$ cat config.mk
export PLATFORM = sky130hd
export DESIGN_NAME = keypad_scan
export DESIGN_NICKNAME = d
export VERILOG_FILES = /design/src/rtl/keypad_scan.sv
export SDC_FILE = /design/constraint.sdc
export NUM_CORES = 1
export LEC_CHECK = 0
export CORE_ASPECT_RATIO = 1.5
export CORE_MARGIN = 3
export CORE_UTILIZATION = 60
export CTS_BUF_LIST = sky130_fd_sc_hd__clkbuf_8 sky130_fd_sc_hd__clkbuf_16
export DETAILED_ROUTE_END_ITERATION = 8
export PLACE_DENSITY = 0.83
export SETUP_SLACK_MARGIN = 0.5
export SLEW_MARGIN = 10
export SYNTH_ARGS = -nofsm -noshare
export SYNTH_HDL_FRONTEND = slang
export SYNTH_SLANG_ARGS = --single-unit
$ cat constraint.sdc
create_clock -name clk -period 4.2 [get_ports clk]
set_input_delay 0.63 -clock clk [delete_from_list [all_inputs] [get_ports clk]]
set_output_delay 0.63 -clock clk [all_outputs]
set_load 0.05 [all_outputs]
$ cat src/rtl/keypad_scan.sv
// 4x3 matrix keypad scanner/debouncer producing single-cycle key strobes.
// Define KEYPAD_ECHO_EN to add the active-low 7-segment last-digit echo on seg.
module keypad_scan #(
    parameter int SCAN_DIV = 1000,
    parameter int DEBOUNCE = 8
) (
    input  logic       clk,
    input  logic       rst,
    output logic [0:3] row,
    input  logic [0:2] col,
    output logic [0:9] a,
    output logic       enter,
    output logic       clr
`ifdef KEYPAD_ECHO_EN
    ,
    output logic [0:6] seg
`endif
);

    localparam int DIV_W = (SCAN_DIV > 2) ? $clog2(SCAN_DIV) : 1;
    localparam int CNT_W = $clog2(DEBOUNCE + 1);
    localparam logic [DIV_W-1:0] DIV_LAST = DIV_W'(SCAN_DIV - 1);
    localparam logic [CNT_W-1:0] CNT_TGT  = CNT_W'(DEBOUNCE);
    localparam logic [3:0] CODE_STAR = 4'd10;
    localparam logic [3:0] CODE_HASH = 4'd11;

    typedef enum logic [1:0] {SCAN, DEB_PRESS, PRESS, HOLD} state_t;

    state_t           state;
    logic [0:2]       col_s1, col_s2;
    logic [DIV_W-1:0] div;
    logic [1:0]       row_idx;
    logic [1:0]       key_col;
    logic [CNT_W-1:0] cnt;
    logic [CNT_W-1:0] cnt_inc;
    logic [CNT_W-1:0] rel_next;
    logic             sample;
    logic             one_low;
    logic [1:0]       col_idx;
    logic             fire;
    logic [3:0]       strobe_code;

    // Key codes: 0..9 digits, 10 = '*', 11 = '#'.
    function automatic logic [3:0] key_code(input logic [1:0] r, input logic [1:0] c);
        if (r != 2'd3)
            return {2'b00, r} * 4'd3 + {2'b00, c} + 4'd1;
        case (c)
            2'd0:    return CODE_STAR;
            2'd1:    return 4'd0;
            default: return CODE_HASH;
        endcase
    endfunction

`ifdef KEYPAD_ECHO_EN
    localparam logic [0:6] SEG_DASH = 7'b1111110;

    function automatic logic [0:6] seg_pat(input logic [3:0] d);
        case (d)
            4'd0:    return 7'b0000001;
            4'd1:    return 7'b1001111;
            4'd2:    return 7'b0010010;
            4'd3:    return 7'b0000110;
            4'd4:    return 7'b1001100;
            4'd5:    return 7'b0100100;
            4'd6:    return 7'b0100000;
            4'd7:    return 7'b0001111;
            4'd8:    return 7'b0000000;
            4'd9:    return 7'b0000100;
            default: return SEG_DASH;
        endcase
    endfunction
`endif

    always_ff @(posedge clk or posedge rst) begin
        if (rst) begin
            col_s1 <= 3'b111;
            col_s2 <= 3'b111;
        end else begin
            col_s1 <= col;
            col_s2 <= col_s1;
        end
    end

    always_ff @(posedge clk or posedge rst) begin
        if (rst)
            div <= '0;
        else
            div <= sample ? '0 : div + 1'b1;
    end

    assign sample = (div == DIV_LAST);
    assign row    = ~(4'b1000 >> row_idx);

    always_comb begin
        one_low = 1'b1;
        col_idx = 2'd0;
        case (col_s2)
            3'b011:  col_idx = 2'd0;
            3'b101:  col_idx = 2'd1;
            3'b110:  col_idx = 2'd2;
            default: one_low = 1'b0;
        endcase
    end

    assign cnt_inc     = cnt + 1'b1;
    assign rel_next    = (col_s2 == 3'b111) ? cnt_inc : '0;
    assign strobe_code = key_code(row_idx, col_idx);

    // The strobe is registered on the accepting sample edge, so it is high
    // exactly during the one cycle spent in PRESS.
    always_comb begin
        fire = 1'b0;
        if (sample && one_low) begin
            if (state == SCAN && DEBOUNCE == 1)
                fire = 1'b1;
            else if (state == DEB_PRESS && col_idx == key_col && cnt_inc == CNT_TGT)
                fire = 1'b1;
        end
    end

    always_ff @(posedge clk or posedge rst) begin
        if (rst) begin
            state   <= SCAN;
            row_idx <= 2'd0;
            key_col <= 2'd0;
            cnt     <= '0;
            a       <= '0;
            enter   <= 1'b0;
            clr     <= 1'b0;
`ifdef KEYPAD_ECHO_EN
            seg     <= SEG_DASH;
`endif
        end else begin
            a     <= '0;
            enter <= 1'b0;
            clr   <= 1'b0;
            case (state)
                SCAN: if (sample) begin
                    if (one_low) begin
                        key_col <= col_idx;
                        cnt     <= CNT_W'(1);
                        state   <= fire ? PRESS : DEB_PRESS;
                    end else begin
                        row_idx <= row_idx + 1'b1;
                    end
                end
                DEB_PRESS: if (sample) begin
                    if (fire)
                        state <= PRESS;
                    else if (one_low && col_idx == key_col)
                        cnt <= cnt_inc;
                    else begin
                        state   <= SCAN;
                        row_idx <= row_idx + 1'b1;
                    end
                end
                PRESS: begin
                    state <= HOLD;
                    cnt   <= '0;
                end
                HOLD: if (sample) begin
                    if (rel_next == CNT_TGT) begin
                        state   <= SCAN;
                        row_idx <= 2'd0;
                        cnt     <= '0;
                    end else begin
                        cnt <= rel_next;
                    end
                end
                default: state <= SCAN;
            endcase

            if (fire) begin
                case (strobe_code)
                    CODE_STAR: clr   <= 1'b1;
                    CODE_HASH: enter <= 1'b1;
                    default:   a     <= 10'b1000000000 >> strobe_code;
                endcase
`ifdef KEYPAD_ECHO_EN
                if (strobe_code != CODE_HASH)
                    seg <= seg_pat(strobe_code);
`endif
            end
        end
    end

endmodule

**Word level (Yosys, flattened, before mapping)**

Cells that the tools add are included.

- Latch bits: 0
- Bits of input ports: 5
- Memories: 0
- Word-level logic and storage cells: 96
- Memory bits (read-only): 0
- Output and inout bits: 16
- Bits in writable memories: 0
- Flip-flop bits (word level): 38

- Shift operators: 2
- Add/subtract/negate cells: 5
- Mux-type cells: 39
- Div/mod/pow operators: 0
- Equality and inequality tests: 25
- Order comparisons: 0
- Multipliers: 1
- Reductions and logical operators: 13
- Bitwise gates (word level): 1

Operator list:

| cell | number |
|---|---|
| $mux 4 | 10 |
| $mux 10 | 3 |
| $mux 2 | 13 |
| $ne 2x2->1 const B | 9 |
| $eq 4x4->1 const B | 4 |
| $pmux 4 s4 | 1 |
| $reduce_and 6->1 | 2 |
| $add 10x1->10 const B | 1 |
| $eq 10x10->1 const B | 1 |
| $shr 10x4->10 const A | 1 |
| $eq 3x3->1 const B | 3 |
| $add 4x1->4 const B | 2 |
| $mux 1 | 8 |
| $pmux 2 s4 | 1 |
| $pmux 4 s2 | 1 |
| $reduce_and 8->1 | 1 |
| $pmux 2 s3 | 1 |
| $add 4x2->4 | 1 |
| $eq 2x1->1 const B | 2 |
| $eq 2x2->1 const B | 2 |
| $logic_and 1x1->1 | 4 |
| $logic_not 2->1 | 2 |
| $mul 2x2->4 const B | 1 |
| $not 4->4 | 1 |
| other kinds (11) | 11 |

**Logic depth before layout (Yosys ltp)**

Gate-level depths: netlist (run 1).

- Depth in word-level cells: 11
- Mapped depth: 10
- Gate-level depth less buffers: 9

**Least setup slack after synthesis (run 1)**

No wires, ideal clock.

- Path kind: register to register
- From: register col_s2[0] (netlist name)
- To: register a[4] (netlist name)
- Period minus slack after synthesis: 2706 ps
- Setup slack: 1494 ps
- Arrival: 2636 ps
- Cell stages (with the launch flop): 10
- Required time: 4130 ps
- Library setup time: 70 ps
- Buffers on the path: 1
- Path through: dfstp_2 clkbuf_1 nand2_1 nor2_1 fa_1 ha_1 a21o_1 a211o_1 or3_4 nor2_2

- Cells in the longest elaborated chain, start to end: 10
- Elaborated cells between the ends (all ways): 25
- Those cells by class: add/sub (2); eq/ne (7); shift (1); mux (9); reduce/logical (6)

RTL lines:

| item | RTL line | text |
|---|---|---|
| from (decl) | 30 | `logic [0:2] col_s1, col_s2;` |
| from (signal assigned) | 80 | `col_s2 <= col_s1;` |
| $eq 3x3->1 | 97 | `case (col_s2)` |
| $pmux 2 s2 * | 97 |  |
| named net col_idx[1] | 39 | `logic [1:0] col_idx;` |
| branches (longest 7 deep; another with $add 4x2->4) | -- |  |
| $mux 10 * | 173 | `if (fire) begin` |
| to (signal assigned) | 177 | `default: a <= 10'b1000000000 >> strobe_code;` |
| to (decl) | 11 | `output logic [0:9] a,` |

Mark *: on every way through the listed nets, which the timed path passes. The select of a mux whose other input is x is not followed.
A chain may end at the register's enable or synchronous reset.

**Worst setup path in the final report (run 1)**

- From: register row_idx[0]
- To: output row[3] (netlist name)

- Cells in the longest elaborated chain, start to end: 2

RTL lines:

| item | RTL line | text |
|---|---|---|
| from (decl) | 32 | `logic [1:0] row_idx;` |
| from (signal assigned) | 144 | `row_idx <= row_idx + 1'b1;` |
| from (signal assigned) | 154 | `row_idx <= row_idx + 1'b1;` |
| $shr 4x2->4 | 92 | `assign row = ~(4'b1000 >> row_idx);` |
| $not 4->4 | 92 |  |
| to (decl) | 9 | `output logic [0:3] row,` |

No other way between the ends.

==> results of run 1 <==
-- registers in the layout, summed over array words and instances, names as in the netlist --
signal / cells
a: 10
clr: 1
cnt: 4
col_s1: 3
col_s2: 3
div: 10
enter: 1
key_col: 2
row_idx: 2
state: 2
-- metal layers --
metal	GRT usage [%]	wire length, um	vias to the layer above
li1	-	-	780
met1	22.72	1402	782
met2	39.68	2257	58
met3	5.950	231	18
met4	16.11	181	0
met5	0	0	-
-- final timing paths --
| path | slack [ns] | to | from | depth (start not counted) |
|---|---|---|---|---|
| max in group asynchronous | 2.53 | col_s2[1] | rst | 3 |
| setup reg to reg | 1.47 | a[4] | col_s2[1] | 8 |
| setup / recovery | 1.44 | row[3] | row_idx[0] | 3 |
| hold / removal | 0.36 | col_s2[2] | col_s1[2] | 0 |
| hold reg to reg | 0.36 | col_s2[2] | col_s1[2] | 0 |
| min in group asynchronous | 0.87 | a[0] | rst | 2 |
-- area by class of cell --
cell class                 count  area [um2]
tap                           40       50.05
clock buffer                   8       110.1
multi-input combinational    153        1016
inverter                      13       48.80
timing repair buffer          21       207.7
fill                         221       830.8
sequential                    38       958.4
-- placed cells by master, fill, tap and decap left out, types with 2 or more instances in the layout --
cell	netlist	routed
dfrtp_1	32	32
nor2_1	28	28
clkdlybuf4s50_1	0	20
nand2_1	19	19
inv_1	13	13
nand3_1	11	11
o21ai_0	10	10
o21ai_1	10	10
ha_1	10	10
clkbuf_8	0	8
xor2_1	6	6
dfstp_2	6	6
a21oi_1	4	4
nor2_2	4	4
xnor2_1	3	3
o2bb2ai_1	3	3
or3_1	3	3
nor2b_1	3	3
and3_1	3	3
nor4bb_1	2	2
and2_1	2	2
o31ai_1	2	2
fa_1	2	2
-- critical path: stages (launching register included) --
cell	delay (ns)
dfrtp_1	0.51
ha_1	0.38
inv_1	0.14
clkdlybuf4s50_1	0.81
-- power breakdown --
part / switching [uW] / leakage [uW] / internal [uW]
clock: 120 / 0.0000575 / 166
combinational: 18.5 / 0.000509 / 10.7
sequential: 4.17 / 0.000496 / 371
total: 143 / 0.00106 / 548
-- through the flow --
step	setup WS (ns)	hold WS [ns]
final	1.439	0.3563
after global routing	1.335	0.3612
after global placement	1.589	0.3460
after floorplan	1.494	0.3452
after CTS	1.435	0.3586
after detailed placement	1.492	0.3479
-- cells by family (layout without fill, tap and decap cells) --
family                     count (synthesis)  in the layout
xor gates and xnor gates                   9              9
adders and majority gates                 12             12
buffers and inverters                     21             42
muxes                                      2              2
AOI/OAI and AO/OA                         46             46
and+or+nand+nor                           84             84
DFF                                       38             38
==> impl_metrics.csv, run 1 <==
group,metric,value,unit
run_status,outcome,"completed",
placed_design,dp_hpwl,3083,um
synthesis,synth_nets,229,
floorplanning,die_w,53.88,um
worst_setup_path,crit_required,3.57,ns
synthesis,syn-cell-area,0.002063,mm2
synthesis,synth_seq_cells,38,
timing,finalSetupViolations,0,
hold_path,hp-class,"reg -> reg",
timing,period_share,65.74,%
placed_design,dp.cells,265,
finish,syn_to_final_growth,15.89,%
clock_network,clock_sinks,38,
synthesis,synth_edf_count,0,
detailed_routing,drc,0,
finish,nets,249,
timing,final-max-slew-violation-count,0,
synthesis,synth_xor_area_share,3.820,%
clock_network,cts-root-buf,"clkbuf_8",
timing,fin_skew,0.003489,ns
synthesis,synth_area_leader_cell,"dfrtp_1",
worst_setup_path,endpoint_kind,"primary output",
clock_network,cts_tree,"built",
timing,setup_tns,0,ns
detailed_routing,vias,1638,
clock_network,htreeDepth,2,
global_routing,track_usage,23.17,%
synthesis,synth_adder_area_share,8.005,%
synthesis,synth.most_common_cell,"dfrtp_1",
clock_network,cts_buffers,5,
synthesis,synth_compound_area_share,15.59,%
synthesis,synth.top_cell.area_share,38.81,%
global_routing,grt_pass1_wl,6934,um
synthesis,syn_avg_cell_area,9.732,um2
detailed_routing,viasPerCell,6.000,
global_routing,antenna_found_initial,0,
finish,final_cells,273,
power_and_ir_drop,p_per_area,288.8,mW/mm2
power_and_ir_drop,ir_worst_vdd,0.0003183,V
placed_design,place_area,0.002281,mm2
synthesis,synth_top_family_by_area,"simple AND/OR/NAND/NOR gates",
synthesis,async_reset_ff_share,100.0,%
clock_network,postCtsSetupRepairBufs,0,
floorplanning,dieArea,0.004193,mm2
finish,utilization,74.21,%
timing,relSlewSlack,34.68,%
finish,antenna_cells,0,
synthesis,yosys.area_share.simple,20.80,%
clock_network,cts_resized,0,
worst_setup_path,crit_type,"reg -> out",
worst_setup_path,cp-start-kind,"register",
floorplanning,io_pins,21,
run,maxCapViolations,0,
floorplanning,core,0.003222,mm2
floorplanning,num_rows,25,
worst_setup_path,crit_path_max_fanout,10,
global_routing,grt_overflow,0,
detailed_routing,post_drt_wl_per_cell,14.92,um
synthesis,synth_ff_type,"dfrtp_1",
synthesis,yosysSeqAreaShare,46.45,%
clock_network,cts_hold_buf,0,
global_routing,grt_max_degree,28,
worst_setup_path,crit_arrival,2.13,ns
global_routing,grt_pass1_vias,1566,
timing,period_needed,2.761,ns
clock_network,clockBufferDepth,2,
detailed_routing,antenna_left,0,
synthesis,synth.mux.area_fraction,1.031,%
timing,worst_slew_pin_slew,0.9787,ns
detailed_routing,drt-total-wl,4072,um
floorplanning,start_util,64.04,%
timing,hold_viol,0,
detailed_routing,drtIter0Drc,32,
placed_design,routabilityCongestion,0.7962,
timing,clock.fmax,362.2,MHz
placed_design,port_buffers,20,
synthesis,netlist_instances,212,
timing,rsz0062_at_grt,"false",
power_and_ir_drop,total_leakage_power,0.001062,uW
detailed_routing,first_pass_iters,4,
clock_network,insertion_delay,0.29,ns
synthesis,netlist-cell-type-count,52,
finish,drive_above_1_share,11.16,%
synthesis,synth_area_leaders,"dfrtp_1 39%, dfstp_2 7.6%, ha_1 6.1%",
finish,fin_area,0.002391,mm2
clock_network,clk_pin_slew,0.07,ns
synthesis,yosys-top-cells-count,"32 x dfrtp_1, 28 x nor2_1, 19 x nand2_1",
power_and_ir_drop,p_total,690.6,uW
synthesis,ys_warn_count,0,
floorplanning,dieHeight,77.82,um
No activity file was read; power rests on OpenSTA's default activity.
==> run 2: changes to the inputs <==
Settings changed: CORE_UTILIZATION 60 to 56, PLACE_DENSITY 0.83 to 0.78.
Clock period 4.2 ns to 2.74 ns, I/O delays scaled along.
==> impl_metrics.csv, run 2 (synthesis gave the netlist of run 1 again) <==
group,metric,value,unit
detailed_routing,drt-total-wl,4907,um
global_routing,use_met2,42.89,%
floorplanning,dieArea,0.004464,mm2
global_routing,grt_max_degree,39,
finish,fillers,261,
global_routing,met3_usage,4.984,%
global_routing,grt_pass1_wl,7845,um
clock_network,cts_hold_buf,0,
global_routing,use_met1,21.67,%
power_and_ir_drop,p_per_area,409.8,mW/mm2
finish,final_common_cell,"dfrtp_1",
run,maxCapViolations,0,
finish,largest_registers,"a (10), div (10), cnt (4)",
placed_design,port_buffers,20,
finish,syn_to_final_growth,23.71,%
floorplanning,die_w,55.56,um
hold_path,hp-class,"reg -> reg",
timing,finalSetupViolations,0,
timing,clock.fmax,394.9,MHz
detailed_routing,viasPerCell,6.007,
timing,rsz0062_at_grt,"true",
worst_setup_path,crit_arrival,2.76,ns
timing,final-max-slew-violation-count,0,
worst_setup_path,crit_type,"reg -> reg",
clock_network,clock_sinks,38,
run_status,outcome,"completed",
floorplanning,io_pins,21,
worst_setup_path,crit_path_max_fanout,4,
timing,finalHoldWorstSlack,0.3515,ns
timing,hold_viol,0,
timing,worst_slew_pin_slew,0.5246,ns
timing,period_share,92.42,%
power_and_ir_drop,ir_worst_vdd,0.0003443,V
finish,drive_above_1_share,22.31,%
global_routing,track_usage,22.65,%
detailed_routing,post_drt_wl_per_cell,17.28,um
floorplanning,num_rows,26,
floorplanning,core,0.003481,mm2
power_and_ir_drop,total_leakage_power,0.001100,uW
global_routing,grt_pass1_vias,1799,
worst_setup_path,crit_required,2.97,ns
global_routing,grt_overflow,0,
hold_path,timing.hold.worst_path_depth,0,
timing,relSlewSlack,64.92,%
timing,setup_tns,0,ns
detailed_routing,antenna_left,0,
detailed_routing,first_pass_iters,4,
finish,antenna_cells,0,
clock_network,clk_pin_slew,0.08,ns
clock_network,clockBufferDepth,2,
placed_design,routabilityCongestion,0.8898,
finish,fin_area,0.002552,mm2
clock_network,htreeDepth,2,
detailed_routing,vias,1706,
global_routing,antenna_found_initial,0,
clock_network,insertion_delay,0.30,ns
timing,period_needed,2.532,ns
detailed_routing,drtIter0Drc,58,
placed_design,place_area,0.002336,mm2
clock_network,cts-root-buf,"clkbuf_8",
finish,nets,258,
worst_setup_path,endpoint_kind,"register",
floorplanning,dieHeight,80.34,um
worst_setup_path,cp-start-kind,"register",
worst_setup_path,reg2regPathDepth,8,
detailed_routing,drc,0,
clock_network,cts_tree,"built",
placed_design,dp_hpwl,3395,um
global_routing,grt-busiest-layer,"met2",
floorplanning,start_util,59.27,%
finish,final_cell_mix,"31 x dfrtp_1, 25 x nor2_1, 16 x nand2_1, 16 x clkdlybuf4s50_1, 13 x inv_1",
timing,fin_skew,0.01368,ns
clock_network,cts_buffers,5,
run 2: changes by cell type in the layout (fill, tap and decap cells not counted), sizes merged:
| cell | delta |
|---|---|
| buf | +9 |
| clkbuf | -2 |
| clkdlybuf4s15 | +1 |
| clkdlybuf4s50 | -4 |
| clkinv | +1 |
| clkinvlp | +1 |
| dlygate4sd2 | +3 |
run 2: worst max-delay path: stages (launching register included):
cell and delay, ns:
dfstp_2 0.56, nand2_4 0.07, nor2_4 0.12, fa_2 0.50
ha_4 0.24, a21o_1 0.15, a211o_1 0.28, or3_4 0.44
nor2_2 0.10
run 2: worst paths after layout:
path | from | endpoint | slack [ns]
max | col_s2[1] | a[5] | 0.21
min | col_s1[2] | col_s2[2] | 0.35
max reg2reg | col_s2[1] | a[5] | 0.21
min reg2reg | col_s1[2] | col_s2[2] | 0.35
max in group asynchronous | rst | col_s1[1] | 1.86
min in group asynchronous | rst | clr | 0.52
run 2: metal layers:
metal / wire length (um) / share of wire, % / up-vias
li1: - / - / 791
met1: 1693 / 35 / 820
met2: 2746 / 56 / 69
met3: 232 / 4.7 / 26
met4: 235 / 4.8 / 0
met5: 0 / 0 / -
run 2: layout make-up:
cell class	instances	area [um2]	area share (%)
Multi-Input combinational cell	153	1121	43.92
Sequential cell	38	959.7	37.60
Timing Repair Buffer	30	275.3	10.78
Clock buffer	6	82.58	3.235
Tap cell	42	52.55	2.059
Inverter	13	48.80	1.912
Clock inverter	2	12.51	0.4902
run 2: metrics by stage:
| step | worst slack [ns] | total power, uW | instances | util [%] |
|---|---|---|---|---|
| floorplan | 0.1888 | 621.1 | 212 | - |
| global placement | 0.1748 | 634.6 | 272 | 67.11 |
| detailed placement | 0.07594 | 637.1 | 272 | 67.11 |
| CTS | 0.2331 | 1038 | 281 | 70.38 |
| global route | 0.1645 | 1087 | 284 | 73.33 |
| finish | 0.2076 | 1046 | 284 | 73.33 |
run 2: repair_timing:
item / in CTS / in global routing
resized for setup: 9 / 17
hold endpoints to repair: 0 / 0
buffers inserted: 1 / 3
endpoints found under the setup margin: 16 / 15
pin swaps: 5 / 6
run 2: power by group:
part	switching [uW]	total [uW]	internal, uW
Clock	204	406	202
Combinational	41.1	67.7	26.7
Sequential	3.18	572	569
Total	248	1050	798
